`src/rtl/rv32_mod_instruction_prefetch.sv`:
```
// RV32 instruction prefetch unit.
// Keeps at most one instruction-bus request outstanding and queues fetched
// words in a DEPTH-entry FIFO that the hart drains through if_valid/if_ready.
// A redirect flushes the queue, restarts fetch at a new PC, and drops the
// response of any request that is still in flight.
// Optional feature macro: RV32_IF_FAULT_EN. When defined, bus errors are
// queued as fault entries and fetch halts until the next redirect. When not
// defined, a bus error causes the same address to be retried.
module rv32_mod_instruction_prefetch #(
  parameter int          DEPTH      = 4,
  parameter logic [31:0] RESET_ADDR = 32'h0000_0000
) (
  input  logic        clk,
  input  logic        reset,
  input  logic        if_redirect,
  input  logic [31:0] if_redirect_addr,
  input  logic        if_ready,
  output logic        if_valid,
  output logic [31:0] if_instruction,
  output logic [31:0] if_pc,
  output logic        if_fault,
  output logic        instr_req,
  output logic [31:0] instr_addr,
  input  logic        instr_ack,
  input  logic        instr_err,
  input  logic [31:0] instr_data_i
);

  localparam int          PTR_W   = (DEPTH > 1) ? $clog2(DEPTH) : 1;
  localparam int          CNT_W   = PTR_W + 1;
  localparam logic [CNT_W-1:0] DEPTH_C = CNT_W'(DEPTH);
  localparam logic [31:0] NOP     = 32'h0000_0013;

  // Request stage (p0) and queue state
  logic              req_p0;
  logic [31:0]       addr_p0;
  logic              discard_p0;
  logic              halt_p0;
  logic [31:0]       fetch_pc;
  logic [PTR_W-1:0]  wr_ptr;
  logic [PTR_W-1:0]  rd_ptr;
  logic [CNT_W-1:0]  count;
  logic [31:0]       mem_data [DEPTH];
  logic [31:0]       mem_pc   [DEPTH];

  logic              resp_ack;
  logic              resp_err;
  logic              resp;
  logic              live;
  logic              push;
  logic              push_fault;
  logic              pop;
  logic              issue;
  logic              halt_next;
  logic              discard_next;
  logic [CNT_W-1:0]  count_next;
  logic [31:0]       pc_next;

  // Response decode, queue occupancy and next fetch decision
  always_comb begin
    resp_err     = req_p0 && instr_err;
    resp_ack     = req_p0 && instr_ack && !instr_err;
    resp         = resp_ack || resp_err;
    live         = resp && !discard_p0 && !if_redirect;
`ifdef RV32_IF_FAULT_EN
    push         = live;
    push_fault   = live && resp_err;
`else
    push         = live && resp_ack;
    push_fault   = 1'b0;
`endif
    pop          = (count != '0) && if_ready && !if_redirect;
    count_next   = if_redirect ? '0 : (count + CNT_W'(push) - CNT_W'(pop));
    halt_next    = if_redirect ? 1'b0 : (halt_p0 || push_fault);
    pc_next      = if_redirect ? if_redirect_addr :
                   (live && resp_ack) ? fetch_pc + 32'd4 : fetch_pc;
    issue        = (!req_p0 || resp) && !halt_next && (count_next < DEPTH_C);
    discard_next = discard_p0;
    if (resp)
      discard_next = 1'b0;
    else if (req_p0 && if_redirect)
      discard_next = 1'b1;
  end

  // Control state: request handshake, fetch PC, halt and FIFO pointers
  always_ff @(posedge clk or posedge reset) begin
    if (reset) begin
      req_p0     <= 1'b0;
      discard_p0 <= 1'b0;
      halt_p0    <= 1'b0;
      fetch_pc   <= RESET_ADDR;
      wr_ptr     <= '0;
      rd_ptr     <= '0;
      count      <= '0;
    end else begin
      if (issue)
        req_p0 <= 1'b1;
      else if (resp)
        req_p0 <= 1'b0;
      discard_p0 <= discard_next;
      halt_p0    <= halt_next;
      fetch_pc   <= pc_next;
      count      <= count_next;
      if (if_redirect) begin
        wr_ptr <= '0;
        rd_ptr <= '0;
      end else begin
        if (push)
          wr_ptr <= wr_ptr + PTR_W'(1);
        if (pop)
          rd_ptr <= rd_ptr + PTR_W'(1);
      end
    end
  end

  // Datapath: request address and FIFO storage (no reset needed)
  always_ff @(posedge clk) begin
    if (issue)
      addr_p0 <= pc_next;
    if (push) begin
      mem_data[wr_ptr] <= resp_err ? NOP : instr_data_i;
      mem_pc[wr_ptr]   <= addr_p0;
    end
  end

`ifdef RV32_IF_FAULT_EN
  logic mem_fault [DEPTH];

  // Fault flag storage alongside each queued word
  always_ff @(posedge clk) begin
    if (push)
      mem_fault[wr_ptr] <= push_fault;
  end

  assign if_fault = (count != '0) ? mem_fault[rd_ptr] : 1'b0;
`else
  assign if_fault = 1'b0;
`endif

  assign instr_req      = req_p0;
  assign instr_addr     = addr_p0;
  assign if_valid       = (count != '0);
  assign if_instruction = if_valid ? mem_data[rd_ptr] : NOP;
  assign if_pc          = if_valid ? mem_pc[rd_ptr] : 32'h0;

endmodule

```
`config.mk`:
```
export PLATFORM = sky130hd
export DESIGN_NAME = rv32_mod_instruction_prefetch
export DESIGN_NICKNAME = d
export VERILOG_FILES = /design/src/rtl/rv32_mod_instruction_prefetch.sv
export SDC_FILE = /design/constraint.sdc
export NUM_CORES = 1
export LEC_CHECK = 0
export CAP_MARGIN = 20
export CORE_MARGIN = 3
export CORE_UTILIZATION = 59
export DETAILED_ROUTE_END_ITERATION = 12
export PLACE_DENSITY = 0.84
export SYNTH_ARGS = -nofsm -noshare
export SYNTH_HDL_FRONTEND = slang
export SYNTH_SLANG_ARGS = --single-unit
```
`constraint.sdc`:
```
create_clock -name clk -period 8.53 [get_ports clk]
set_clock_uncertainty 0.1 [all_clocks]
set_input_delay 2.559 -clock clk [delete_from_list [all_inputs] [get_ports clk]]
set_output_delay 2.559 -clock clk [all_outputs]
set_load 0.02 [all_outputs]
```
-- Word-level counts from Yosys, hierarchy flattened
Memories as Yosys holds them, arrays and structs flattened.
Index checks and enable logic that the tools add are counted.
- word-level logic and storage cells: 56
- memory bits (writable): 256
- output and inout bits: 99
- input bits: 70
- memories: 2
- flip-flop bits (word level): 74
- memories (memory ; depth ; width ; read ports ; clocked after memory_dff ; wr ports ; RTL line ; RTL):
    mem_data ; 4 ; 32 ; 1 ; 0 ; 1 ; 43 ; logic [31:0] mem_data [DEPTH];
    mem_pc ; 4 ; 32 ; 1 ; 0 ; 1 ; 44 ; logic [31:0] mem_pc [DEPTH];
- add/sub/neg operators: 5
- reductions and logical operators: 23
- $lt $le $gt $ge: 1
- mux-type cells: 17
- operators by type and width (operator ; number):
    $mux W32 ; 5
    $add A32 B3 Y32 const B ; 1
    $logic_and A1 B1 Y1 ; 11
    $mux W2 ; 4
    $reduce_bool A2 Y1 ; 4
    $mux W1 ; 7
    $logic_not A1 Y1 ; 5
    $add A2 B1 Y2 const B ; 2
    $add A3 B1 Y3 ; 1
    $lt A3 B3 Y1 const B ; 1
    $mux W3 ; 1
    $reduce_bool A3 Y1 ; 1
    $sub A3 B1 Y3 ; 1
    $logic_or A1 B1 Y1 ; 2

-- Depth between registers and ports, before layout
Gate-level depths: netlist (run 1).
- depth in word-level cells: 12
- mapped depth: 11
- gate-level depth less buffers: 11

-- Worst setup path before layout (run 1)
No wires, ideal clock.
- path type: input port to flip-flop
- from: input if_redirect
- to: register addr_p0[0] (netlist: instr_addr[0]), enable pin
- stages on the path: 11
- setup time: 0.461 ns
- required time: 7.969 ns
- path buffers: 3
- arrival: 6.696 ns
- setup slack: 1.273 ns
- cell sequence: buf_2 > clkbuf_1 > clkbuf_1 > nor2_1 > ha_1 > inv_1 > ha_1 > fa_1 > xnor2_1 > nor2_1 > nor3_1
- cells in the longest elaborated chain, start to end: 8
- elaborated cells on any way between the ends: 12
- those cells by class: add/sub: 2; order compare: 1; mux: 2; reduce/logical: 7
- RTL lines (item ; RTL line ; RTL):
    start: declaration ; 15 ; input logic if_redirect,
    $logic_not A1 Y1 ; 64, 72 ;
    $logic_and A1 B1 Y1 ; 64 ; live = resp && !discard_p0 && !if_redirect;
    $logic_and A1 B1 Y1 ; 69 ; push = live && resp_ack;
    $add A3 B1 Y3 ; 73 ; count_next = if_redirect ? '0 : (count + CNT_W'(push) - CNT_W'(pop));
    $sub A3 B1 Y3 ; 73 ;
    $mux W3 (*) ; 73 ;
    named net count_next[2] ; 56 ; logic [CNT_W-1:0] count_next;
    $lt A3 B3 Y1 (*) ; 77 ; issue = (!req_p0 || resp) && !halt_next && (count_next < DEPTH_C);
    $logic_and A1 B1 Y1 (*) ; 77 ;
    named net issue ; 53 ; logic issue;
    end signal: assignment ; 119 ; addr_p0 <= pc_next;
    end: declaration ; 36 ; logic [31:0] addr_p0;
Mark *: on every way through the listed nets, which the timed path passes. The rest lies on a longest branch.
A chain may end at the register's enable or synchronous reset.

-- Worst setup path in the final report (run 1)
- from: input instr_err
- to: register addr_p0[26] (netlist: instr_addr[26]), enable pin
- cells in the longest elaborated chain, start to end: 11
- elaborated cells on any way between the ends: 14
- those cells by class: add/sub: 2; order compare: 1; mux: 1; reduce/logical: 10
- RTL lines (item ; RTL line ; RTL):
    start: declaration ; 25 ; input logic instr_err,
    $logic_not A1 Y1 ; 62 ; resp_ack = req_p0 && instr_ack && !instr_err;
    $logic_and A1 B1 Y1 ; 62 ;
    $logic_or A1 B1 Y1 ; 63 ; resp = resp_ack || resp_err;
    $logic_and A1 B1 Y1 (2 in a row) ; 64 ;
    $logic_and A1 B1 Y1 (*) ; 69 ;
    $add A3 B1 Y3 (*) ; 73 ;
    $sub A3 B1 Y3 (*) ; 73 ;
    $mux W3 (*) ; 73 ;
    named net count_next[2] ; 56 ;
    $lt A3 B3 Y1 (*) ; 77 ;
    $logic_and A1 B1 Y1 (*) ; 77 ;
    named net issue ; 53 ;
Marks and branches as above.

==> metrics list, run 1 <==
- Run status: finished, final reports clean
- Initial DRC Count: around 490
- FFs w/ async S/R, synth: 12.73%
- The clock passes through at most 3 buffers.
* Die height: 155.7 um
* Post-CTS setup-driven buffer insertion count: 0
* Proportion of netlist area held by the largest area contributor: ~65%
* Number of antenna violations at the first check in global routing: 1
- Number of input and output port buffers inserted: approximately 170
- Once the clock tree was built, the resizer swapped 0 gates to a different size.
- DR DRC count: 0
- Pins over their slew limit: 0
- Count of hold-fix buffers inserted at cts: 0
- Post-Syn Nets: 819
* Flip-flop cell with the highest count after synthesis: sky130_fd_sc_hd__edfxtp_1
- The slowest stage of the critical path is the sky130_fd_sc_hd__nor3_2 cell.
* Setup slack of the critical path after layout: 2232 ps
- Adding up every negative setup slack in the final design gives 0 ps.
* Number of synthesized flops with an enable pin: approximately 290
* Arrival @ worst endpoint: 6360 ps
- Clock root buffer: sky130_fd_sc_hd__clkbuf_16
- The HPWL after detailed placement is 15940 um.
* Number of sinks driven by the clock tree: 330
- The floorplan step defined a die boundary enclosing approximately 24000 sq um.
- Pre-CTS WS: ~1800 ps
- Crit path kind: input port to flip-flop
- For this design the static power due to leakage is ~5.4 nW.
* Type of origin of the critical path: input port
* Setup violation total in the final timing report: 0
* Wire per inst: 22.21 um
- Row cnt: 54
- Leaving out fill and tap cells, the most frequent cells in the layout are sky130_fd_sc_hd__edfxtp_1 (288), sky130_fd_sc_hd__clkdlybuf4s50_1 (167), sky130_fd_sc_hd__and2_1 (92).
- Clock latency on the worst-skew pair, taken at its later pin, is roughly 500 ps.
- Part of the Yosys area used for sequential elements: 73.40%
- The synthesized design spends more area on one cell type than any other, namely sky130_fd_sc_hd__edfxtp_1.
* Worst Setup End Kind: flip-flop
- I/O pin cnt: between 150 and 200
- The tool flagged a number of max-cap violations equal to 0.
* Wire length of the first global-routing pass: about 42000 um
- Synth warn: 0
- In this run the remaining antenna-violating nets after routing total 0.
* Layout Area Growth over Synthesis: 23.44%
* Total wire length after detailed routing: between 20000 and 30000 um
* Total Power: slightly below 5 mW
* Vias after detailed routing: 7258
- After technology mapping, the gate count stands at around 740.
- Worst Path Max Fanout: 21
- Number of iterations in the first detailed-routing pass: 5
- The number of global-route vias before repair was approximately 7600.
* Power per cell area: 304.5 nW/um^2
- Antenna Cells: 0
* Maximum level of the CTS H-tree: 2
- For the pin with the worst max-slew slack, the measured transition is 1046 ps.
- Synthesis inferred 330 register bits.
* Total track usage: a little under a quarter
- Portion of the clock cycle consumed by the worst path in the final layout: 73.83%
* Vias per cell: between 5 and 6
- Ranked by total cell area, the synthesized netlist is headed by sky130_fd_sc_hd__edfxtp_1 (65%), sky130_fd_sc_hd__mux4_2 (11%), sky130_fd_sc_hd__dfrtp_1 (8.0%), sky130_fd_sc_hd__and2_1 (4.5%), sky130_fd_sc_hd__nor2_1 (0.80%).
- Horizontal die dimension: 155.7 um
- Most common library cell in the layout ignoring fill and taps: sky130_fd_sc_hd__edfxtp_1
- The net count of the finished layout is between 900 and 1000.
- Type of the worst min-delay path: flip-flop to flip-flop
- Entering global routing, the biggest net connects 66 pins.
- In this run the mean area of a mapped cell was about 18 sq um.
* Peak per-stage delay on the critical path: roughly 870 ps
* Number of library cell types mapped by synthesis: 45
- Routability Congestion: 0.8561
* TritonCTS Buffers: 34
- Timing would allow up to 158.8 MHz.
* Congestion Overflow GR: 0
- The mapped netlist covers ~13000 sq um.
* Clock Pin Slew Worst Setup and Hold Paths: around 60 ps
- Post-layout minimum cycle time: approximately 6300 ps
- Relative slew margins: a little under a third
- VDD sags by at most 245.2 uV.
- In this run the standard cell core region covers 21890 sq um.
- For this configuration, the core starts out at a cell density of around three fifths.
- The total count of hold-check failures in the final report was 0.
- CP Data Required Time: between 8000 and 9000 ps
- Setup repair after global routing left no endpoint under its margin.
* TritonCTS clock tree: built
* Fraction of layout instances using a drive strength above 1: around 15%
- The critical path goes through clkdlybuf4s50_1, nand4bb_4, nor2_1, inv_1, ha_1, inv_1, ha_1, fa_1, xnor2_1, nor2_1, nor3_2, buf_4.
==> state kept, by name, summed over array words and instances (netlist names) <==
signal and flops:
mem_data 128, mem_pc 128, fetch_pc 32, instr_addr 32, count 3, rd_ptr 2
wr_ptr 2, discard_p0 1, halt_p0 1, instr_req 1
==> Yosys cell counts, drive strengths merged, types with 3 or more instances <==
cell,n
or2,3
nor4,3
mux4,64
a31oi,16
o31ai,11
xor2,3
nor2b,5
or3,7
and2,96
o21ai,17
clkbuf,28
inv,10
xnor2,12
buf,11
nand2b,4
nand2,21
edfxtp,288
nand3,15
nor2,28
or4,14
ha,7
nor3,5
and3,3
dfrtp,42
nand4,8
==> path summary, 6_finish.rpt <==
path / slack, ps / cells past startpoint / start / endpoint
worst max-delay path: 2230 / 12 / instr_err / instr_addr[26]
min in group asynchronous: 2490 / 2 / reset / fetch_pc[21]
worst min-delay path: 400 / 1 / fetch_pc[1] / fetch_pc[1]
worst min register to register: 400 / 1 / fetch_pc[1] / fetch_pc[1]
worst max register to register: 3930 / 12 / count[1] / instr_addr[26]
max in group asynchronous: 5170 / 2 / reset / rd_ptr[1]
==> stage by stage <==
step / hold WS, ps / instance area (sq um) / util, % / instances
floorplan: 363.5 / 13210 / - / 741
global placement: 379.2 / 15120 / 69.05 / 1152
detailed placement: 389.9 / 15120 / 69.05 / 1152
CTS: 403.3 / 16260 / 74.30 / 1213
global route: 417.9 / 16310 / 74.51 / 1215
finish: 398.7 / 16310 / 74.51 / 1215
==> power by group <==
| group | leakage (nW) | internal [mW] | switching [mW] | total, mW |
|---|---|---|---|---|
| sequential | 3.14 | 1.98 | 0.149 | 2.13 |
| combinational | 1.68 | 0.674 | 0.685 | 1.36 |
| clock | 0.566 | 0.905 | 0.572 | 1.48 |
==> final cells by class <==
class                           count  area (sq um)
Multi-Input combinational cell    360          3319
Tap cell                          280         350.3
Sequential cell                   330          9707
Clock buffer                       48          1030
Clock inverter                     13         118.9
Timing Repair Buffer              172          1742
Fill cell                        1296          5579
Inverter                           12         45.04
==> critical path: cells and delay by family <==
kind	cells	cell delay, ps
buf+inv	4	1050
xor+xnor	1	160
simple gates	4	1750
fa+ha+maj	3	830
==> layer usage <==
metal	part of all wire (%)	vias to the layer above	global-route usage (%)
li1	-	3213	-
met1	41	3695	31.15
met2	50	305	37.59
met3	7.7	43	5.215
met4	2.0	2	6.794
met5	0.048	-	0
==> cell families after synthesis <==
logic type | Yosys count | share of synthesized area (%)
muxes | 68 | 11.23
and+or+nand+nor | 217 | 9.554
adders and majority gates | 8 | 0.8143
AOI/OAI and AO/OA | 51 | 2.386
buffers and inverters | 51 | 1.591
xor gates and xnor gates | 15 | 0.9943
DFF | 330 | 73.40
other | 1 | 0.02838
Note: power is estimated with default switching activity, not from simulation.
==> inputs of run 2 (changes only) <==
--- a/config.mk
+++ b/config.mk
@@ -7,9 +7,9 @@
 export LEC_CHECK = 0
 export CAP_MARGIN = 20
 export CORE_MARGIN = 3
-export CORE_UTILIZATION = 59
+export CORE_UTILIZATION = 55
 export DETAILED_ROUTE_END_ITERATION = 12
-export PLACE_DENSITY = 0.84
+export PLACE_DENSITY = 0.79
 export SYNTH_ARGS = -nofsm -noshare
 export SYNTH_HDL_FRONTEND = slang
 export SYNTH_SLANG_ARGS = --single-unit
==> constraint.sdc (replaced) <==
create_clock -name clk -period 5.8 [get_ports clk]
set_clock_uncertainty 0.1 [all_clocks]
set_input_delay 1.74 -clock clk [delete_from_list [all_inputs] [get_ports clk]]
set_output_delay 1.74 -clock clk [all_outputs]
set_load 0.02 [all_outputs]
==> run 2 against run 1 <==
Cell area is 0.86% higher. Clock power is 55% higher. Die area is 7.0% higher. Global-route usage is 1.4 points lower. Cell count is 3.7% higher. Register-to-register slack worse by 2200 ps. Sequential power is 48% higher. Highest routed layer is now met4.
==> metrics list, run 2 (synthesis results as in run 1) <==
* Run status: finished, final reports clean
* Wire per inst: ~22 um
- The total overflow left after global routing is 0.
- Buffers inserted during clock tree synthesis total 35.
- Antenna Cells: 0
- Worst-case vdd ir drop: 271.6 uV
* Core Box Area: 23540 sq um
* Total track usage: 21.38%
* Top Registers: mem_data (128), mem_pc (128)
- The floorplan step set the die height to approximately 160 um.
- In this run the worst hold path is classified as flip-flop to flip-flop.
- Number of antenna violations at the first check in global routing: 0
- The tree built by TritonCTS fans out to between 300 and 400 sinks.
- Post-CTS setup-driven buffer insertion count: 0
- Clk Latency, worst-skew pair: approximately 500 ps
- Setup slack of the most critical reg-to-reg path: ~1800 ps
- Filler-free cell count of the finished design: 1260
- Once detail routing completed, the nets flagged for antenna violations numbered 0.
- After clock tree synthesis, the clock-pin slew on the worst setup and hold paths is ~60 ps.
- The final layout contains routed wiring with a total length of approximately 27000 um.
- Lkg Pwr: roughly 5.4 nW
- The number of max-slew violations in the final report is 0.
- At the end of routability-driven placement, the weighted congestion stood at around 0.84.
* Number of iterations in the first detailed-routing pass: 5
- Pin placement for this block handled 169 I/O pins.
* Layout Area Growth over Synthesis: 24.51%
* Power per cell area: 451.4 nW/um^2
- Net count reported at finish: about 1000
- During placement, the flow inserted port buffers numbering about 170.
- The die covers 25920 sq um.
- The number of gates resized after CTS was 0.
- Horizontal die dimension: ~160 um
- Number of hold violations in the final report: 0
- The worst path needs between 4000 and 5000 ps of the cycle, external delays included.
- Derived from the worst setup path, the maximum achievable clock frequency is slightly above 200 MHz.
- The H-tree was split into 2 levels.
- Worst Setup End Kind: output port
- After layout, the worst path uses 83.54% of the clock period.
- In this run the clock root is driven by a sky130_fd_sc_hd__clkbuf_16.
- In this run, post-CTS hold repair placed 0 buffers.
- The slowest stage of the critical path is the sky130_fd_sc_hd__dfrtp_4 cell.
- Initial Util: 56.13%
* Setup repair after global routing missed its margin: no
- TritonCTS built the clock tree.
* Max_cap viols: 0
* Worst Path Max Fanout: 27
- Peak per-stage delay on the critical path: approximately 760 ps
- Initial DRC Count: 579
- Counting tap cells, the placed design contains a total of 1195 instances.
- Worst slew pin tran: roughly 1000 ps
- The number of buffers and inverters on the critical path is 2.
* Cell-by-cell trace of the critical path: buf_4, mux4_2, and2_1, clkdlybuf4s50_1
- In this run the core area contains 56 standard-cell rows.
- Crit path kind: flip-flop to output port
- Wire length of the first global-routing pass: roughly 43000 um
- The cell family contributing the most delay on the critical path is buffers and inverters.
- Summing over every cut layer, the via total after detailed routing is slightly above 7000.
- Setup violations remaining at the end of the flow were counted as 0.
* DP Wirelength: 15790 um
* Relative slew margins: between 30% and 40%
- Arrival @ worst endpoint: about 3000 ps
* Setup tns final: 0 ps
* DR DRC count: 0
- STA classifies the critical path startpoint as a flip-flop.
- For the worst setup path, the data required time is 3960 ps.
- In the final layout, the share of cells above drive strength 1 is between 15 and 20%.
- In the layout the commonest cells are sky130_fd_sc_hd__edfxtp_1 (288), sky130_fd_sc_hd__clkdlybuf4s50_1 (167), sky130_fd_sc_hd__and2_1 (92).
* Clk buf depth: 3
- Leaving out fill and tap cells, the most frequent cell in the layout is sky130_fd_sc_hd__edfxtp_1.
* Pin count of the biggest net entering global routing: 65
* Number of global-route vias before repair: 7400
- Vias per cell: between 5 and 6
## run 2: through the flow
| step | util, % | area [sq um] | power (mW) | hold slack [ps] | worst slack, ps |
|---|---|---|---|---|---|
| global route | 69.88 | 16450 | 7.719 | 413.0 | 734.2 |
| finish | 69.88 | 16450 | 7.427 | 394.7 | 954.5 |
| detailed placement | 64.57 | 15200 | 5.178 | 383.7 | 631.9 |
| global placement | 64.57 | 15200 | 5.152 | 380.6 | 734.9 |
| CTS | 69.68 | 16400 | 7.470 | 397.0 | 852.4 |
| floorplan | - | 13220 | 4.246 | 363.5 | 330.5 |
## run 2: report_power, final
| part | switching, mW | internal (mW) |
|---|---|---|
| Clock | 0.875 | 1.42 |
| Sequential | 0.246 | 2.91 |
| Combinational | 0.981 | 0.994 |
| Total | 2.10 | 5.32 |
## run 2: final cells by class
class | count | area [sq um]
repair buffers | 176 | 1772
clock inverters | 15 | 176.4
flip-flops and latches | 330 | 9707
fillers | 1521 | 7091
multi-input cells | 360 | 3326
clock buffers | 48 | 1027
inverters | 12 | 45.04
well taps | 319 | 399.1
## run 2: worst reg2reg max path, cell delays in order (launching register included)
cell                      delay [ps]
sky130_fd_sc_hd__dfrtp_1         410
sky130_fd_sc_hd__nor3_1          600
sky130_fd_sc_hd__inv_2           450
sky130_fd_sc_hd__buf_12          300
sky130_fd_sc_hd__nand2_1         120
sky130_fd_sc_hd__nor2_1           50
sky130_fd_sc_hd__ha_1            270
sky130_fd_sc_hd__inv_1            40
sky130_fd_sc_hd__ha_1            180
sky130_fd_sc_hd__fa_1            380
sky130_fd_sc_hd__xnor2_1         160
sky130_fd_sc_hd__nor2_1          100
sky130_fd_sc_hd__nor3_4          230
sky130_fd_sc_hd__buf_4           320
## run 2: metal layers
layer / GRT usage [%] / part of all wire (%) / wire, um
met5: 0 / 0 / 0
met4: 5.944 / 2.1 / 564
met3: 4.437 / 8.2 / 2239
met2: 33.76 / 48 / 12990
met1: 31.06 / 42 / 11540
## run 2: final timing paths
check,from,to,cells after the start
max,rd_ptr[0],if_pc[29],4
min,fetch_pc[0],fetch_pc[0],1
max reg2reg,count[1],instr_addr[1],13
min reg2reg,fetch_pc[0],fetch_pc[0],1
max in group asynchronous,reset,rd_ptr[0],2
min in group asynchronous,reset,fetch_pc[20],2
